`src/rtl/mem_access_unit_if.sv`:
```
// Data-memory bus between mem_access_unit (master) and the data memory (slave).
// The unit drives strobes, address, data and byte enables; the memory answers with resp/rdata.
interface mem_access_unit_if;
   logic        mem_read;
   logic        mem_write;
   logic [15:0] mem_address;
   logic [15:0] mem_wdata;
   logic [1:0]  mem_byte_enable;
   logic        mem_resp;
   logic [15:0] mem_rdata;

   modport master (
      output mem_read, mem_write, mem_address, mem_wdata, mem_byte_enable,
      input  mem_resp, mem_rdata
   );

   modport slave (
      input  mem_read, mem_write, mem_address, mem_wdata, mem_byte_enable,
      output mem_resp, mem_rdata
   );
endinterface

```
`src/rtl/mem_access_unit.sv`:
```
// MEM-stage access sequencer: word/byte loads and stores plus pointer-indirect LDI/STI.
// Define MEM_ACCESS_TIMEOUT_EN to abort after TIMEOUT_CYCLES silent memory cycles (err pulse).
module mem_access_unit #(
   parameter int TIMEOUT_CYCLES = 255
) (
   input  logic                clk,
   input  logic                rst_n,
   input  logic                valid_in,
   input  logic [2:0]          mem_op,
   input  logic [15:0]         addr_in,
   input  logic [15:0]         wdata_in,
   mem_access_unit_if.master   bus,
   output logic                stall,
   output logic                done,
   output logic [15:0]         mdr_out,
   output logic [15:0]         mar_out,
   output logic                err
);
   localparam int DATA_W = 16;

   localparam logic [2:0] OP_LDR = 3'b001;
   localparam logic [2:0] OP_LDB = 3'b010;
   localparam logic [2:0] OP_STR = 3'b011;
   localparam logic [2:0] OP_STB = 3'b100;
   localparam logic [2:0] OP_LDI = 3'b101;
   localparam logic [2:0] OP_STI = 3'b110;

   typedef enum logic [1:0] {IDLE, PTR, ACCESS} state_t;

   state_t              state;
   logic [2:0]          op_q;
   logic [DATA_W-1:0]   addr_q;
   logic [DATA_W-1:0]   wdata_q;
   logic [DATA_W-1:0]   mdr_q;
   logic [DATA_W-1:0]   mar_q;

   logic                op_valid;
   logic                accept;
   logic                resp_ptr;
   logic                resp_acc;
   logic                tmo_hit;
   logic [DATA_W-1:0]   load_val;

   function automatic logic is_load(input logic [2:0] op);
      return (op == OP_LDR) || (op == OP_LDB) || (op == OP_LDI);
   endfunction

   function automatic logic is_byte(input logic [2:0] op);
      return (op == OP_LDB) || (op == OP_STB);
   endfunction

   function automatic logic [DATA_W-1:0] load_data(input logic [2:0] op, input logic hi,
                                                   input logic [DATA_W-1:0] rd);
      if (op == OP_LDB)
         return hi ? {8'h00, rd[15:8]} : {8'h00, rd[7:0]};
      return rd;
   endfunction

   function automatic logic [DATA_W-1:0] store_data(input logic [2:0] op,
                                                    input logic [DATA_W-1:0] wd);
      // Byte stores replicate the byte so either lane enable picks it up.
      if (op == OP_STB)
         return {wd[7:0], wd[7:0]};
      return wd;
   endfunction

   assign op_valid = (mem_op != 3'b000) && (mem_op != 3'b111);
   assign accept   = (state == IDLE) && valid_in && op_valid;
   assign resp_ptr = (state == PTR) && bus.mem_resp;
   assign resp_acc = (state == ACCESS) && bus.mem_resp;
   assign load_val = load_data(op_q, addr_q[0], bus.mem_rdata);

`ifdef MEM_ACCESS_TIMEOUT_EN
   localparam int CNT_W = $clog2(TIMEOUT_CYCLES + 1);
   logic [CNT_W-1:0] tmo_cnt;

   assign tmo_hit = (state != IDLE) && !bus.mem_resp &&
                    (tmo_cnt == CNT_W'(TIMEOUT_CYCLES - 1));
`else
   // Never fires: this build waits on the memory indefinitely.
   assign tmo_hit = (TIMEOUT_CYCLES < 0);
`endif

   assign err   = tmo_hit;
   assign done  = resp_acc || tmo_hit;
   assign stall = accept || ((state != IDLE) && !done);

   // Bus outputs decode registered state only; nothing from the pipeline side leaks through.
   assign bus.mem_read        = (state == PTR) || ((state == ACCESS) && is_load(op_q));
   assign bus.mem_write       = (state == ACCESS) && !is_load(op_q);
   assign bus.mem_address     = {addr_q[DATA_W-1:1], 1'b0};
   assign bus.mem_wdata       = store_data(op_q, wdata_q);
   assign bus.mem_byte_enable = (state == IDLE) ? 2'b00 :
                                ((state == ACCESS) && is_byte(op_q)) ?
                                   (addr_q[0] ? 2'b10 : 2'b01) : 2'b11;

   always_comb begin
      mdr_out = mdr_q;
      if (tmo_hit)
         mdr_out = '0;
      else if (resp_acc && is_load(op_q))
         mdr_out = load_val;
   end

   assign mar_out = mar_q;

   always_ff @(posedge clk or negedge rst_n) begin
      if (!rst_n) begin
         state   <= IDLE;
         op_q    <= 3'b000;
         addr_q  <= '0;
         wdata_q <= '0;
         mdr_q   <= '0;
         mar_q   <= '0;
`ifdef MEM_ACCESS_TIMEOUT_EN
         tmo_cnt <= '0;
`endif
      end else begin
         case (state)
            IDLE: begin
               if (accept) begin
                  op_q    <= mem_op;
                  addr_q  <= addr_in;
                  wdata_q <= wdata_in;
                  mar_q   <= addr_in;
                  state   <= ((mem_op == OP_LDI) || (mem_op == OP_STI)) ? PTR : ACCESS;
               end
            end
            PTR: begin
               if (resp_ptr) begin
                  // The fetched pointer becomes the effective address for the data access.
                  addr_q <= bus.mem_rdata;
                  mar_q  <= bus.mem_rdata;
                  state  <= ACCESS;
               end else if (tmo_hit) begin
                  mdr_q <= '0;
                  state <= IDLE;
               end
            end
            ACCESS: begin
               if (resp_acc) begin
                  if (is_load(op_q))
                     mdr_q <= load_val;
                  state <= IDLE;
               end else if (tmo_hit) begin
                  mdr_q <= '0;
                  state <= IDLE;
               end
            end
            default: state <= IDLE;
         endcase
`ifdef MEM_ACCESS_TIMEOUT_EN
         if ((state == IDLE) || bus.mem_resp || tmo_hit)
            tmo_cnt <= '0;
         else
            tmo_cnt <= tmo_cnt + CNT_W'(1);
`endif
      end
   end
endmodule

```
`src/flat_wrapper.sv`:
```
// flat-port wrapper written by rule: the top's interface ports become plain ports
module mem_access_unit_flat 
#(
   parameter int TIMEOUT_CYCLES = 255
)
  (clk, rst_n, valid_in, mem_op, addr_in, wdata_in, stall, done, mdr_out, mar_out, err, bus_mem_read, bus_mem_write, bus_mem_address, bus_mem_wdata, bus_mem_byte_enable, bus_mem_resp, bus_mem_rdata);
  mem_access_unit_if bus_i ();
  input  logic clk;
  input  logic rst_n;
  input  logic valid_in;
  input  logic [2:0] mem_op;
  input  logic [15:0] addr_in;
  input  logic [15:0] wdata_in;
  output logic stall;
  output logic done;
  output logic [15:0] mdr_out;
  output logic [15:0] mar_out;
  output logic err;
  output wire logic [$bits(bus_i.mem_read)-1:0] bus_mem_read;
  output wire logic [$bits(bus_i.mem_write)-1:0] bus_mem_write;
  output wire logic [$bits(bus_i.mem_address)-1:0] bus_mem_address;
  output wire logic [$bits(bus_i.mem_wdata)-1:0] bus_mem_wdata;
  output wire logic [$bits(bus_i.mem_byte_enable)-1:0] bus_mem_byte_enable;
  input wire logic [$bits(bus_i.mem_resp)-1:0] bus_mem_resp;
  input wire logic [$bits(bus_i.mem_rdata)-1:0] bus_mem_rdata;
  assign bus_mem_read = bus_i.mem_read;
  assign bus_mem_write = bus_i.mem_write;
  assign bus_mem_address = bus_i.mem_address;
  assign bus_mem_wdata = bus_i.mem_wdata;
  assign bus_mem_byte_enable = bus_i.mem_byte_enable;
  assign bus_i.mem_resp = bus_mem_resp;
  assign bus_i.mem_rdata = bus_mem_rdata;
  mem_access_unit #(.TIMEOUT_CYCLES(TIMEOUT_CYCLES)) u_core (.clk(clk), .rst_n(rst_n), .valid_in(valid_in), .mem_op(mem_op), .addr_in(addr_in), .wdata_in(wdata_in), .bus(bus_i), .stall(stall), .done(done), .mdr_out(mdr_out), .mar_out(mar_out), .err(err));
endmodule
```
`config.mk`:
```
export PLATFORM = sky130hd
export DESIGN_NAME = mem_access_unit_flat
export DESIGN_NICKNAME = d
export VERILOG_FILES = /design/src/rtl/mem_access_unit_if.sv /design/src/rtl/mem_access_unit.sv /design/src/flat_wrapper.sv
export SDC_FILE = /design/constraint.sdc
export NUM_CORES = 1
export LEC_CHECK = 0
export ABC_AREA = 1
export CAP_MARGIN = 15
export CELL_PAD_IN_SITES_DETAIL_PLACEMENT = 0
export CELL_PAD_IN_SITES_GLOBAL_PLACEMENT = 1
export CORE_MARGIN = 4
export CORE_UTILIZATION = 27
export CTS_CLUSTER_DIAMETER = 200
export DETAILED_ROUTE_END_ITERATION = 12
export GPL_ROUTABILITY_DRIVEN = 1
export PLACE_DENSITY = 0.76
export SLEW_MARGIN = 40
export SYNTH_ARGS = -nofsm -noshare
export SYNTH_HDL_FRONTEND = slang
export SYNTH_SLANG_ARGS = --single-unit
```
`constraint.sdc`:
```
create_clock -name clk -period 1.3 [get_ports clk]
set_input_delay 0.13 -clock clk [delete_from_list [all_inputs] [get_ports clk]]
set_output_delay 0.13 -clock clk [all_outputs]
set_load 0.05 [all_outputs]
```
==> summary.txt <==
Logic synthesis
  • Post-Synthesis Cell Area: 3059 um^2
  • Number of synthesized flops with an enable pin: 0
  • Synth Instances: 427
  • Yosys cell types: 20
  • Sequential share of the synthesized area: 0.4335
  • Area leader, netlist: dfrtp_1
  • Synth Warn #: 0
  • Ys async rst share: 1.000
  • Largest cells by area after synthesis: dfrtp_1 43%, nand2_1 23%, buf_4 7.1%
  • Synthesized flop and latch total: 53
  • Dominant register cell in the synthesized netlist: dfrtp_1
  • Synth top area share: 0.4335
  • Syn avg cell area: 7.164 um^2

STA
  • Layout Skew: 10.61 ps
  • Final Hold Fails: 0
  • Final setup vio count: 78
  • Clock period minus worst slack: 1764 ps
  • Fmax: 567.0 MHz
  • Setup ws final: -463.6 ps
  • Crit share post-route: 1.357
  • Final Slew Violations: 0
  • RSZ-0062 raised after global routing: yes

Place
  • Placed cells: 702
  • GPL Wtd Cong: 0.7886
  • Port Buf Inserts: 123
  • DP HPWL: 7.587 mm

Setup path
  • WS Path Type: reg2out
  • Worst setup EP type: primary output
  • CP Data Arrival Time: 1630 ps
  • Reg-to-reg slack, setup: -320 ps
  • Worst Path Required: 1170 ps
  • CP startpoint kind: register
  • Reg2reg start: u_core.state[1]
  • Worst Path Max Fanout: 7
  • Register-to-Register Path Depth: 11
  • R2r endpoint: u_core.addr_q[6]

GRT
  • Largest net degree at the start of global routing: 41
  • Overall Global Routing Usage: 0.1739
  • Vias in the first global route: 3522
  • Total grt overflow: 0
  • Initial antenna violation count: 0
  • First-pass GRT wire length: 17.95 mm

Routing
  • Drc violations: 0
  • Final wirelength: 11.47 mm
  • Vias: 3395
  • ANT nets after route: 0
  • Post-DR wirelength/cell: 15.27 um
  • Drt initial violations: 188
  • Avg Vias per Cell: 4.521
  • Detailed Routing Iterations Pass 1: 4

Die
  • Rows: 38
  • Die Ht: 114.4 um
  • Core Footprint: 10980 um^2
  • Die Wd: 114.4 um
  • Starting Density: 0.2785
  • Total I/O pin count: 126
  • Die Area: 13100 um^2

Power
  • Clock share of power: 0.080
  • Sequential share of power: 0.176
  • Combinational Power Share: 0.743
  • Net Sw Power: 9.106 mW
  • Worst vdd ir: 1.637 mV
  • Int Power: 10.25 mW
  • PD cells: 2804 nW/um^2
  • Leakage power: 3.334 nW
  • Total power: 19.35 mW
  • Sw Ratio: 0.4705

Final layout
  • Share of cells above drive strength 1: 0.5401
  • Syn-to-layout area delta: 125.6%
  • Nets: 665
  • # diodes: 0
  • Final Non-Filler Cells: 751

Clock network
  • CTS buffer count: 5
  • Clock Tree Buf Depth: 2
  • CTS tree: done
  • Root Buffer: clkbuf_16
  • H-Tree Depth: 2
  • Worst-Skew Late Latency: 290 ps
  • CTS clk-pin slew, worst paths: 70 ps
  • Num Clock Sinks: 53

Outcome
  • Outcome: complete, but fails checks
  • Failing checks: setup timing

Worst hold path
  • HP Class: in2async

Flow run
  • MaxCap Viol Count: 0
## power groups by stage
| stage | clock network (mW) | registers (mW) | logic, mW |
|---|---|---|---|
| after CTS | 1.58 | 3.34 | 14.0 |
| after detailed placement | 0 | 3.33 | 12.5 |
| after global routing | 1.63 | 3.51 | 15.0 |
| after floorplan | 0 | 3.72 | 6.39 |
| final | 1.55 | 3.41 | 14.4 |
| after global placement | 0 | 3.31 | 12.4 |
## flip-flops by register name, summed over array words and instances, names as in the netlist
signal / cells
u_core.state: 2
u_core.mdr_q: 16
u_core.addr_q: 16
u_core.wdata_q: 16
u_core.op_q: 3
## critical path: stages, from the launching register on
cell and delay [ps]:
dfrtp_1 370, inv_2 70, nor2_4 140, nand2_4 80, inv_6 80, nand2_8 100
clkbuf_16 190, nand2_2 100, o21ai_4 70, buf_12 140
## cells in the final DEF (no fill, tap or decap), types with 12 or more instances in the layout
cell,netlist,routed
o21ai_1,24,17
clkdlybuf4s50_1,0,53
nand2_1,190,97
o21ai_4,0,16
buf_6,3,19
nand3_1,20,12
inv_1,45,39
buf_12,0,78
o21ai_2,6,21
dfrtp_1,53,52
buf_4,29,47
nand2_4,3,26
nand2_2,2,69
## cell usage after synthesis, types with 3 or more instances
cell type  number
nand2_4         3
inv_1          45
o21ai_1        24
buf_4          29
nand3_1        20
buf_6           3
inv_2           4
o21ai_0        29
nand2_1       190
dfrtp_1        53
o21ai_2         6
nor2_4          3
buf_2           8
## how the worst max path moves through the flow
| stage | from | slack [ps] | end |
|---|---|---|---|
| final | u_core.state[1] | -460 | mdr_out[13] |
| after global routing | u_core.state[1] | -530 | mdr_out[13] |
| after CTS | u_core.op_q[0] | -440 | mdr_out[13] |
| after detailed placement | bus_mem_resp | -290 | mdr_out[8] |
| after global placement | bus_mem_resp | -260 | mdr_out[8] |
| after floorplan | u_core.state[1] | -220 | mdr_out[13] |
## per-stage QoR
step           setup WS, ps  hold slack, ps  TNS (ps)    util  area (um^2)
2_1_floorplan        -219.1          -165.6     -3639       -         3426
3_3_place_gp         -256.0           57.58    -10880  0.5120         5623
3_5_place_dp         -289.0           63.50    -12690  0.5120         5623
4_1_cts              -442.1           285.3    -19430  0.6096         6695
5_1_grt              -534.9           337.4    -28940  0.6284         6902
6_report             -463.6           291.8    -22720  0.6284         6902
## area by class of cell
cell class	instances	area, um^2
fillers	870	4081
repair buffers	213	2999
multi-input cells	288	2021
flip-flops and latches	53	1330
inverters	49	203.9
well taps	140	175.2
clock buffers	7	142.6
clock inverters	1	30.03
## logic make-up (layout without fill, tap and decap cells)
family	after synthesis	in the layout	share of synthesized area
simple gates	222	226	0.3018
flops	53	53	0.4335
buf+inv	91	270	0.1579
compound gates	60	60	0.1055
other cells	1	2	0.001226
## per-layer routing
layer | up-vias | track usage | part of all wire
met5 | - | 0 | 0
met4 | 0 | 0.03959 | 0.010
met3 | 10 | 0.02431 | 0.052
met2 | 97 | 0.3143 | 0.53
met1 | 1615 | 0.2183 | 0.41
li1 | 1673 | - | -
## repair_timing
action / in CTS / in global routing
pin swaps: 34 / 10
gates resized for setup: 126 / 49
buffers inserted: 22 / 7
endpoints found under the hold margin: 13 / 0
cloned: 13 / 1
setup endpoints to repair: 80 / 84
hold buffers: 1 / 0
(Power assumes the default switching activity.)
